[config.mk]
export PLATFORM = sky130hd
export DESIGN_NAME = mem_arbiter
export DESIGN_NICKNAME = d
export VERILOG_FILES = /design/src/rtl/mem_arb_pkg.sv /design/src/rtl/mem_arbiter_rr_picker.sv /design/src/rtl/mem_arbiter.sv
export VERILOG_INCLUDE_DIRS = /design/src /design/src/rtl
export SDC_FILE = /design/constraint.sdc
export NUM_CORES = 1
export LEC_CHECK = 0
export CAP_MARGIN = 20
export CORE_AREA = 2 2 135 137
export DETAILED_ROUTE_END_ITERATION = 12
export DIE_AREA = 0 0 137 139
export HOLD_SLACK_MARGIN = 0.08
export PLACE_DENSITY_LB_ADDON = 0.2
export SLEW_MARGIN = 15
export SYNTH_ARGS = -nofsm -noshare
export SYNTH_HDL_FRONTEND = slang
export SYNTH_SLANG_ARGS = --single-unit
[constraint.sdc]
create_clock -name clk -period 4.61 [get_ports clk]
set_input_delay 1.383 -clock clk [delete_from_list [all_inputs] [get_ports clk]]
set_output_delay 1.383 -clock clk [all_outputs]
set_load 0.05 [all_outputs]
[src/rtl/def.svh]
// Shared bus widths for the memory subsystem.
// Included by mem_arb_pkg; every consumer picks the widths up from there.
// Change here to retarget address/data bus size for the whole slice.
`ifndef DEF_SVH
`define DEF_SVH
`define ADDR_BUS 32
`define DATA_BUS 32
`endif

[src/rtl/mem_arb_pkg.sv]
// Shared types and defaults for the memory arbiter slice.
// Bus widths are taken from def.svh so every block agrees on them.
// No logic here; latency/backpressure not applicable.
package mem_arb_pkg;
`include "def.svh"

    localparam int ADDR_W      = `ADDR_BUS;
    localparam int DATA_W      = `DATA_BUS;
    localparam int NUM_REQ_DEF = 3;
    localparam int RD_LAT_DEF  = 1;

    typedef enum logic [1:0] {
        IDLE   = 2'd0,
        ISSUE  = 2'd1,
        RDWAIT = 2'd2
    } state_t;
endpackage

[src/rtl/mem_arbiter_rr_picker.sv]
// Round-robin winner pick: first set request at or after ptr, wrapping.
// Latency: purely combinational.
// Backpressure: none; optional MEM_ARB_PRIO_EN gives requester 0 absolute priority.
module rr_picker #(
    parameter int N  = 3,
    parameter int PW = 2
) (
    input  logic [N-1:0]  req,
    input  logic [PW-1:0] ptr,
    output logic [N-1:0]  gnt,
    output logic [PW-1:0] idx
);
    // Scan from ptr upwards (modulo N); first asserted request wins.
    always_comb begin
        logic        found;
        int unsigned k;
        gnt   = '0;
        idx   = '0;
        found = 1'b0;
        k     = 0;
`ifdef MEM_ARB_PRIO_EN
        // Requester 0 pre-empts the rotation; the scan below then only
        // ever lands on the other requesters.
        if (req[0]) begin
            gnt[0] = 1'b1;
            found  = 1'b1;
        end
`endif
        for (int i = 0; i < N; i++) begin
            k = (int'(ptr) + i) % N;
            if (!found && req[k]) begin
                gnt[k] = 1'b1;
                idx    = PW'(k);
                found  = 1'b1;
            end
        end
    end
endmodule

[src/rtl/mem_arbiter.sv]
// Arbitrates NUM_REQ requesters onto one memory port (build option MEM_ARB_PRIO_EN: requester 0 always wins).
// Latency: write req->gnt 2 cycles; read req->rvalid RD_LAT+2 cycles; one access in flight at a time.
// Backpressure: requesters hold req/payload until gnt; a request dropped before being latched is ignored.
module mem_arbiter
    import mem_arb_pkg::*;
#(
    parameter int NUM_REQ = NUM_REQ_DEF,
    parameter int RD_LAT  = RD_LAT_DEF
) (
    input  logic                      clk,
    input  logic                      rst,
    input  logic [NUM_REQ-1:0]        req_i,
    input  logic [NUM_REQ-1:0]        we_i,
    input  logic [NUM_REQ*ADDR_W-1:0] addr_i,
    input  logic [NUM_REQ*4-1:0]      width_i,
    input  logic [NUM_REQ*DATA_W-1:0] wdata_i,
    output logic [NUM_REQ-1:0]        gnt_o,
    output logic [NUM_REQ-1:0]        rvalid_o,
    output logic [DATA_W-1:0]         rdata_o,
    output logic                      mem_ce_o,
    output logic                      mem_we_o,
    output logic [ADDR_W-1:0]         mem_addr_o,
    output logic [3:0]                mem_width_o,
    output logic [DATA_W-1:0]         mem_data_o,
    input  logic [DATA_W-1:0]         mem_data_i
);
    localparam int PTR_W = (NUM_REQ > 1) ? $clog2(NUM_REQ) : 1;
    localparam int CNT_W = 3;

    state_t              state_q, state_d;
    logic [PTR_W-1:0]    rr_ptr_q, rr_ptr_d;
    logic [PTR_W-1:0]    win_q, win_d;
    logic                we_q, we_d;
    logic [ADDR_W-1:0]   addr_q, addr_d;
    logic [3:0]          width_q, width_d;
    logic [DATA_W-1:0]   wdata_q, wdata_d;
    logic [CNT_W-1:0]    cnt_q, cnt_d;
    logic [NUM_REQ-1:0]  gnt_q, gnt_d;
    logic [NUM_REQ-1:0]  rvalid_q, rvalid_d;
    logic [DATA_W-1:0]   rdata_q, rdata_d;
    logic                mem_ce_q, mem_ce_d;
    logic                mem_we_q, mem_we_d;
    logic [ADDR_W-1:0]   mem_addr_q, mem_addr_d;
    logic [3:0]          mem_width_q, mem_width_d;
    logic [DATA_W-1:0]   mem_data_q, mem_data_d;

    logic [NUM_REQ-1:0]  req_eff;
    logic [NUM_REQ-1:0]  pick_gnt;
    logic [PTR_W-1:0]    pick_idx;
    logic                req_any;
    logic [PTR_W-1:0]    ptr_nx;

    // A requester whose grant is showing this cycle is still holding req;
    // only a req seen after the grant cycle counts as a fresh request.
    assign req_eff = req_i & ~gnt_q;
    assign req_any = |pick_gnt;

    rr_picker #(.N(NUM_REQ), .PW(PTR_W)) u_picker (
        .req (req_eff),
        .ptr (rr_ptr_q),
        .gnt (pick_gnt),
        .idx (pick_idx)
    );

    // Pointer following the current winner; with priority mode requester 0
    // never moves the pointer and the pointer skips slot 0.
    always_comb begin
        ptr_nx = (win_q == PTR_W'(NUM_REQ - 1)) ? '0 : win_q + PTR_W'(1);
`ifdef MEM_ARB_PRIO_EN
        if (win_q == '0) begin
            ptr_nx = rr_ptr_q;
        end else if (ptr_nx == '0) begin
            ptr_nx = PTR_W'(1);
        end
`endif
    end

    // Next-state logic for the IDLE -> ISSUE -> (RDWAIT) -> IDLE sequence.
    always_comb begin
        state_d = state_q;
        case (state_q)
            IDLE:    if (req_any) state_d = ISSUE;
            ISSUE:   state_d = we_q ? IDLE : RDWAIT;
            RDWAIT:  if (cnt_q == '0) state_d = IDLE;
            default: state_d = IDLE;
        endcase
    end

    // Datapath: latch winner in IDLE, drive registered memory command and
    // grant off the ISSUE cycle, capture read data when the countdown expires.
    always_comb begin
        rr_ptr_d    = rr_ptr_q;
        win_d       = win_q;
        we_d        = we_q;
        addr_d      = addr_q;
        width_d     = width_q;
        wdata_d     = wdata_q;
        cnt_d       = cnt_q;
        gnt_d       = '0;
        rvalid_d    = '0;
        rdata_d     = rdata_q;
        mem_ce_d    = 1'b0;
        mem_we_d    = 1'b0;
        mem_addr_d  = mem_addr_q;
        mem_width_d = mem_width_q;
        mem_data_d  = mem_data_q;
        case (state_q)
            IDLE: begin
                if (req_any) begin
                    win_d   = pick_idx;
                    we_d    = we_i[pick_idx];
                    addr_d  = addr_i[pick_idx*ADDR_W +: ADDR_W];
                    width_d = width_i[pick_idx*4 +: 4];
                    wdata_d = wdata_i[pick_idx*DATA_W +: DATA_W];
                end
            end
            ISSUE: begin
                gnt_d[win_q] = 1'b1;
                mem_ce_d     = 1'b1;
                mem_we_d     = we_q;
                mem_addr_d   = addr_q;
                mem_width_d  = width_q;
                mem_data_d   = wdata_q;
                rr_ptr_d     = ptr_nx;
                cnt_d        = CNT_W'(RD_LAT - 1);
            end
            RDWAIT: begin
                if (cnt_q == '0) begin
                    rdata_d         = mem_data_i;
                    rvalid_d[win_q] = 1'b1;
                end else begin
                    cnt_d = cnt_q - CNT_W'(1);
                end
            end
            default: ;
        endcase
    end

    // State and output registers; synchronous active-low reset aborts any access.
    always_ff @(posedge clk) begin
        if (!rst) begin
            state_q     <= IDLE;
            rr_ptr_q    <= '0;
            win_q       <= '0;
            we_q        <= 1'b0;
            addr_q      <= '0;
            width_q     <= '0;
            wdata_q     <= '0;
            cnt_q       <= '0;
            gnt_q       <= '0;
            rvalid_q    <= '0;
            rdata_q     <= '0;
            mem_ce_q    <= 1'b0;
            mem_we_q    <= 1'b0;
            mem_addr_q  <= '0;
            mem_width_q <= '0;
            mem_data_q  <= '0;
        end else begin
            state_q     <= state_d;
            rr_ptr_q    <= rr_ptr_d;
            win_q       <= win_d;
            we_q        <= we_d;
            addr_q      <= addr_d;
            width_q     <= width_d;
            wdata_q     <= wdata_d;
            cnt_q       <= cnt_d;
            gnt_q       <= gnt_d;
            rvalid_q    <= rvalid_d;
            rdata_q     <= rdata_d;
            mem_ce_q    <= mem_ce_d;
            mem_we_q    <= mem_we_d;
            mem_addr_q  <= mem_addr_d;
            mem_width_q <= mem_width_d;
            mem_data_q  <= mem_data_d;
        end
    end

    assign gnt_o       = gnt_q;
    assign rvalid_o    = rvalid_q;
    assign rdata_o     = rdata_q;
    assign mem_ce_o    = mem_ce_q;
    assign mem_we_o    = mem_we_q;
    assign mem_addr_o  = mem_addr_q;
    assign mem_width_o = mem_width_q;
    assign mem_data_o  = mem_data_q;
endmodule
After elaboration in Yosys (flattened, before gate mapping)
Index checks and enable logic that the tools add are counted.
{"block": "totals", "word_cells": 95, "mem_count": 0, "romBits": 0, "reg_bits": 186, "output_inout_bits": 108, "ram_bits": 0, "latch_bits": 0}
{"block": "classes", "n_div": 3, "bitwise_logic": 4, "mux": 32, "n_eq_ne": 6, "magnitude_cmp": 9, "n_addsub": 4, "shifts": 3, "n_mul": 0, "reduce_logical": 18}
{"operator": "indexed part select 96 x 8 -> 32 bit", "n": 2}
{"operator": "greater-or-equal comparator 32 x 1 -> 1 bit (second input constant)", "n": 3}
{"operator": "< comparator 32 x 3 -> 1 bit (second input constant)", "n": 3}
{"operator": "modulo 32 x 3 -> 32 bit (second input constant)", "n": 2}
{"operator": "modulo 3 x 3 -> 32 bit (second input constant)", "n": 1}
{"operator": "two-way mux 2 bit", "n": 7}
{"operator": "two-way mux 3 bit", "n": 4}
{"operator": "indexed part select 12 x 5 -> 4 bit", "n": 1}
{"operator": "two-way mux 1 bit", "n": 11}
{"operator": "AND reduction 2 bit", "n": 5}
{"operator": "binary-select mux 1 bit (select 2 bit)", "n": 4}
{"operator": "demux 1 bit (select 2 bit)", "n": 4}
{"operator": "logical AND 1 bit", "n": 6}
{"operator": "< comparator 2 x 3 -> 1 bit (second input constant)", "n": 2}
{"operator": "inequality test 2 bit (second input constant)", "n": 3}
{"operator": "bitwise OR 3 bit", "n": 2}
{"operator": "one-hot mux 2 bit (3 select lines)", "n": 1}
{"operator": "one-hot mux 3 bit (2 select lines)", "n": 1}
{"operator": "== test 2 bit (second input constant)", "n": 2}
{"operator": "adder 2 x 1 -> 3 bit (second input constant)", "n": 1}
{"operator": "adder 2 x 2 -> 3 bit (second input constant)", "n": 1}
{"operator": "AND 3 bit", "n": 1}
{"operator": "logical NOT 3 bit", "n": 1}
{"operator": "inverter 3 bit", "n": 1}
{"operator": "other kinds (9)", "n": 10}

Longest topological paths before layout
{"block": "logic_depth", "depth_word": 14, "mapped_depth": 10, "depth_no_buf": 7}

Cells and area by module
From an unflattened synthesis, not the netlist that was laid out.
{"block": "unflattened", "hier_cells": 968, "hier_area_um2": 8967.4}
{"module": "mem_arbiter", "cells_each": 916, "area_each_um2": 8634.5, "seq_area_each_um2": 3723.6, "n_inst": 1}
{"module": "rr_picker", "cells_each": 52, "area_each_um2": 332.8, "seq_area_each_um2": 0.0, "n_inst": 1}

Worst setup path before layout
OpenSTA, ideal clock, no wires.
{"block": "synth_path", "path_kind": "input-to-reg", "from": "input port req_i[1]", "to": "register addr_q[21]", "cell_stages": 8, "path_buffers": 3, "slack_ns": 1.610, "setup_ns": 0.117, "t_required_ns": 4.493, "arrival_ns": 2.883, "cell_sequence": "nor2b_1 buf_2 a211oi_1 a2111oi_4 a31oi_2 buf_2 buf_2 a32o_1"}
{"block": "synth_between", "elab_chain_len": 12, "elab_cells_between_ends": 24}
{"item": "start, declared", "line": "mem_arbiter.sv:12", "text": "input logic [NUM_REQ-1:0] req_i,"}
{"item": "AND 3 bit (*)", "line": "mem_arbiter.sv:55", "text": "assign req_eff = req_i & ~gnt_q;"}
{"item": "branches (longest 11 deep; another with indexed part select 96 x 8 -> 32 bit)"}
{"item": "end signal, assigned", "line": "mem_arbiter.sv:163", "text": "addr_q <= addr_d;"}
{"item": "end, declared", "line": "mem_arbiter.sv:34", "text": "logic [ADDR_W-1:0] addr_q, addr_d;"}
Mark *: on every way between the ends. The select of a mux whose other input is x is not followed.
A chain may end at the register's enable or synchronous reset.

Worst setup path in the final report
{"block": "layout_path", "from": "input port req_i[2]", "to": "register wdata_q[14]"}
{"block": "layout_between", "elab_chain_len": 12, "elab_cells_between_ends": 24}
{"item": "AND 3 bit (*)", "line": "mem_arbiter.sv:55"}
{"item": "branches (longest 11 deep; another with indexed part select 96 x 8 -> 32 bit)"}
{"item": "end signal, assigned", "line": "mem_arbiter.sv:165", "text": "wdata_q <= wdata_d;"}
{"item": "end, declared", "line": "mem_arbiter.sv:36", "text": "logic [DATA_W-1:0] wdata_q, wdata_d;"}
Marked as above.

==> impl_metrics.sql <==
INSERT INTO impl_metrics (metric_group, metric, value, unit) VALUES
('cells_and_area', 'n_antenna_cell', '0', ''),
('sta', 'worst_clock_skew', '12.6', 'ps'),
('global_route', 'grt_start_max_net_pins', '61', ''),
('clock_network', 'tritoncts_clock_tree', 'done', ''),
('setup_path', 'reg2reg_from', 'rr_ptr_q[0]', ''),
('synthesis', 'yosysUniqueCellTypes', '44', ''),
('outcome', 'run_status', 'finished, final reports clean', ''),
('synthesis', 'synth_cells', '801', ''),
('floorplanning', 'chipHeight', '139', 'um'),
('sta', 'timing.final.crit_share', '0.762', ''),
('clock_network', 'cts.htree.levels', '4', ''),
('synthesis', 'synth-edff-count', '0', ''),
('sta', 'setup-violations-final', '0', ''),
('pwr', 'power_dens_cells', '518', 'nW/um^2'),
('clock_network', 'clockRootBuffer', 'sky130_fd_sc_hd__clkbuf_16', ''),
('routing', 'ant_nets', '0', ''),
('pwr', 'power_leakage', '4.58', 'nW'),
('pwr', 'pwr-share-seq', '0.335', ''),
('min_path', 'holdPathStages', '2', ''),
('clock_network', 'number_of_hold_buffers_added_after_cts', '0', ''),
('pwr', 'p_clk_frac', '0.232', ''),
('placed_design', 'portBuffers', '351', ''),
('sta', 'max_clock_freq', '285', 'MHz'),
('synthesis', 'synth.avg_cell_area', '9.93', 'sq um'),
('sta', 'timing.final.crit_period', '3510', 'ps'),
('synthesis', 'dominantRegCellSynth', 'sky130_fd_sc_hd__dfxtp_1', ''),
('synthesis', 'synthesis_stage_register_bit_count', '186', ''),
('setup_path', 'timing.critical_path.required', '4970', 'ps'),
('synthesis', 'ys_seq_area_frac', '0.468', ''),
('routing', 'first_pass_iters', '6', ''),
('clock_network', 'clkSlewWorstSetupHoldPaths', '70', 'ps'),
('floorplanning', 'starting_density_of_the_core', '0.451', ''),
('synthesis', 'mappedNetlistArea', '7960', 'sq um'),
('routing', 'routed_wire_length_per_instance', '19.0', 'um'),
('floorplanning', 'placementRows', '49', ''),
('job', 'cap_violations', '0', ''),
('setup_path', 'crit_path_end_kind', 'register', ''),
('min_path', 'hold_path_class', 'register to register', ''),
('synthesis', 'synthesis.nets', '1051', ''),
('floorplanning', 'placeable_core_region', '17700', 'sq um'),
('cells_and_area', 'layout-area-overhead-vs-synth', '53.6', '%'),
('sta', 'final.setup.tns', '0', 'ps'),
('sta', 'max_slew.worst_pin.slew', '990', 'ps'),
('routing', 'initialDrtViolationCount', '410', ''),
('pwr', 'power_frac_comb', '0.433', ''),
('setup_path', 'start_kind', 'primary input', ''),
('cells_and_area', 'final.fill_count', '1395', ''),
('pwr', 'power.internal', '3.86', 'mW'),
('placed_design', 'hpwlAfterDp', '17800', 'um'),
('clock_network', 'post_cts_resize_count', '0', ''),
('floorplanning', 'floorplan.io_pins', '352', ''),
('cells_and_area', 'final_core_utilization', '0.692', ''),
('floorplanning', 'die_area', '19000', 'sq um'),
('routing', 'routed_wirelength', '25700', 'um'),
('global_route', 'wire_length_of_the_first_global_routing_pass', '39400', 'um'),
('floorplanning', 'chipWidth', '137', 'um'),
('synthesis', 'ys_warn_count', '0', ''),
('setup_path', 'path_max_fanout', '42', ''),
('sta', 'fin_worst_hold_slack', '455', 'ps'),
('clock_network', 'cts_buffers', '17', ''),
('placed_design', 'gp_congestion', '0.806', ''),
('setup_path', 'crit_type', 'primary input to register', ''),
('global_route', 'antenna_found_initial', '0', ''),
('pwr', 'switching_power', '2.47', 'mW'),
('pwr', 'worst_ir_drop_vdd', '332', 'uV'),
('cells_and_area', 'multi_input_comb_area', '3850', 'sq um'),
('cells_and_area', 'layout.nets', '1355', ''),
('sta', 'maxSlewHeadroom', '0.337', ''),
('setup_path', 'cp-startpoint', 'req_i[2]', ''),
('sta', 'grt_setup_unrepaired', 'no', ''),
('cells_and_area', 'post_route_cells_drive_above_1_share', '0.0590', '');
-- power groups by stage --
| stage | clock network (mW) | registers (mW) | logic (mW) |
|---|---|---|---|
| floorplan | 0 | 2.56 | 1.45 |
| global placement | 0 | 2.14 | 2.70 |
| detailed placement | 0 | 2.15 | 2.75 |
| CTS | 1.50 | 2.12 | 2.75 |
| global route | 1.56 | 2.16 | 2.93 |
| finish | 1.47 | 2.12 | 2.74 |
-- routing by layer --
layer  routed length [um]  track usage  up-vias
li1                     -            -     3653
met1                10200        0.313     3626
met2                12400        0.430      323
met3                 2360       0.0877       51
met4                  781       0.0998        0
met5                    0            0        -
-- through the flow --
stage               total power [mW]  std cells  area, sq um  worst slack, ps
finish                          6.33       1347        12200             1100
global route                    6.65       1347        12200              925
CTS                             6.37       1347        12200             1120
detailed placement              4.90       1315        11600              670
global placement                4.84       1314        11600              728
floorplan                       4.01        801         7960             1610
-- synth_stat cells (2+ instances only) --
library cell,number,area (sq um)
sky130_fd_sc_hd__dfxtp_1,186,3720
sky130_fd_sc_hd__nand2_1,76,285
sky130_fd_sc_hd__and3_1,70,438
sky130_fd_sc_hd__a221o_1,69,691
sky130_fd_sc_hd__a32o_1,69,691
sky130_fd_sc_hd__a22o_1,68,596
sky130_fd_sc_hd__nand2b_1,68,425
sky130_fd_sc_hd__clkbuf_1,57,214
sky130_fd_sc_hd__a21oi_1,35,175
sky130_fd_sc_hd__buf_2,24,120
sky130_fd_sc_hd__inv_1,8,30.0
sky130_fd_sc_hd__nor2_1,8,30.0
sky130_fd_sc_hd__ha_1,6,75.1
sky130_fd_sc_hd__nor2b_1,6,37.5
sky130_fd_sc_hd__buf_6,4,45.0
sky130_fd_sc_hd__nand3_1,4,20.0
sky130_fd_sc_hd__nor3b_1,3,22.5
sky130_fd_sc_hd__o21ai_1,3,15.0
sky130_fd_sc_hd__or2b_1,3,22.5
sky130_fd_sc_hd__a21o_1,2,15.0
sky130_fd_sc_hd__a22oi_1,2,15.0
sky130_fd_sc_hd__and2_1,2,12.5
sky130_fd_sc_hd__and3b_1,2,17.5
sky130_fd_sc_hd__and4_1,2,17.5
sky130_fd_sc_hd__buf_4,2,15.0
sky130_fd_sc_hd__mux2i_1,2,20.0
sky130_fd_sc_hd__nor3_1,2,10.0
sky130_fd_sc_hd__or2_1,2,12.5
-- kinds of logic after synthesis --
family / after synthesis / share of synthesized area
adder cells (fa/ha/maj): 7 / 0.0109
multiplexers: 2 / 0.00252
AND/OR/NAND/NOR: 253 / 0.175
buffers and inverters: 96 / 0.0538
flip-flops: 186 / 0.468
AO/OA/AOI/OAI: 257 / 0.290
-- worst max-delay path: stages --
cell and delay [ps]:
sky130_fd_sc_hd__clkdlybuf4s50_1 470, sky130_fd_sc_hd__nor2b_1 410, sky130_fd_sc_hd__a211oi_1 150, sky130_fd_sc_hd__a2111oi_4 440, sky130_fd_sc_hd__and4_2 520, sky130_fd_sc_hd__buf_12 280, sky130_fd_sc_hd__a32o_1 200
-- registers in the layout (all words and copies together) (netlist names), 3 cells and up --
signal       cells
addr_q          32
cnt_q            3
gnt_o            3
mem_addr_o      32
mem_data_o      32
mem_width_o      4
rdata_o         32
rvalid_o         3
wdata_q         32
width_q          4
-- final cells by class --
type,instances,area share
Clock buffer,18,0.0359
Clock inverter,14,0.0127
Inverter,8,0.00246
Multi-Input combinational cell,519,0.315
Sequential cell,186,0.305
Tap cell,229,0.0235
Timing Repair Buffer,373,0.306
-- worst min-delay path by stage --
| stage | start | end | slack, ps |
|---|---|---|---|
| final | rdata_o[5] | rdata_o[5] | 450 |
| after global routing | rdata_o[11] | rdata_o[11] | 480 |
| after CTS | rdata_o[22] | rdata_o[22] | 460 |
| after detailed placement | rdata_o[17] | rdata_o[17] | 450 |
| after global placement | rdata_o[7] | rdata_o[7] | 440 |
| after floorplan | addr_q[0] | mem_addr_o[0] | 440 |
(Power assumes the default switching activity.)
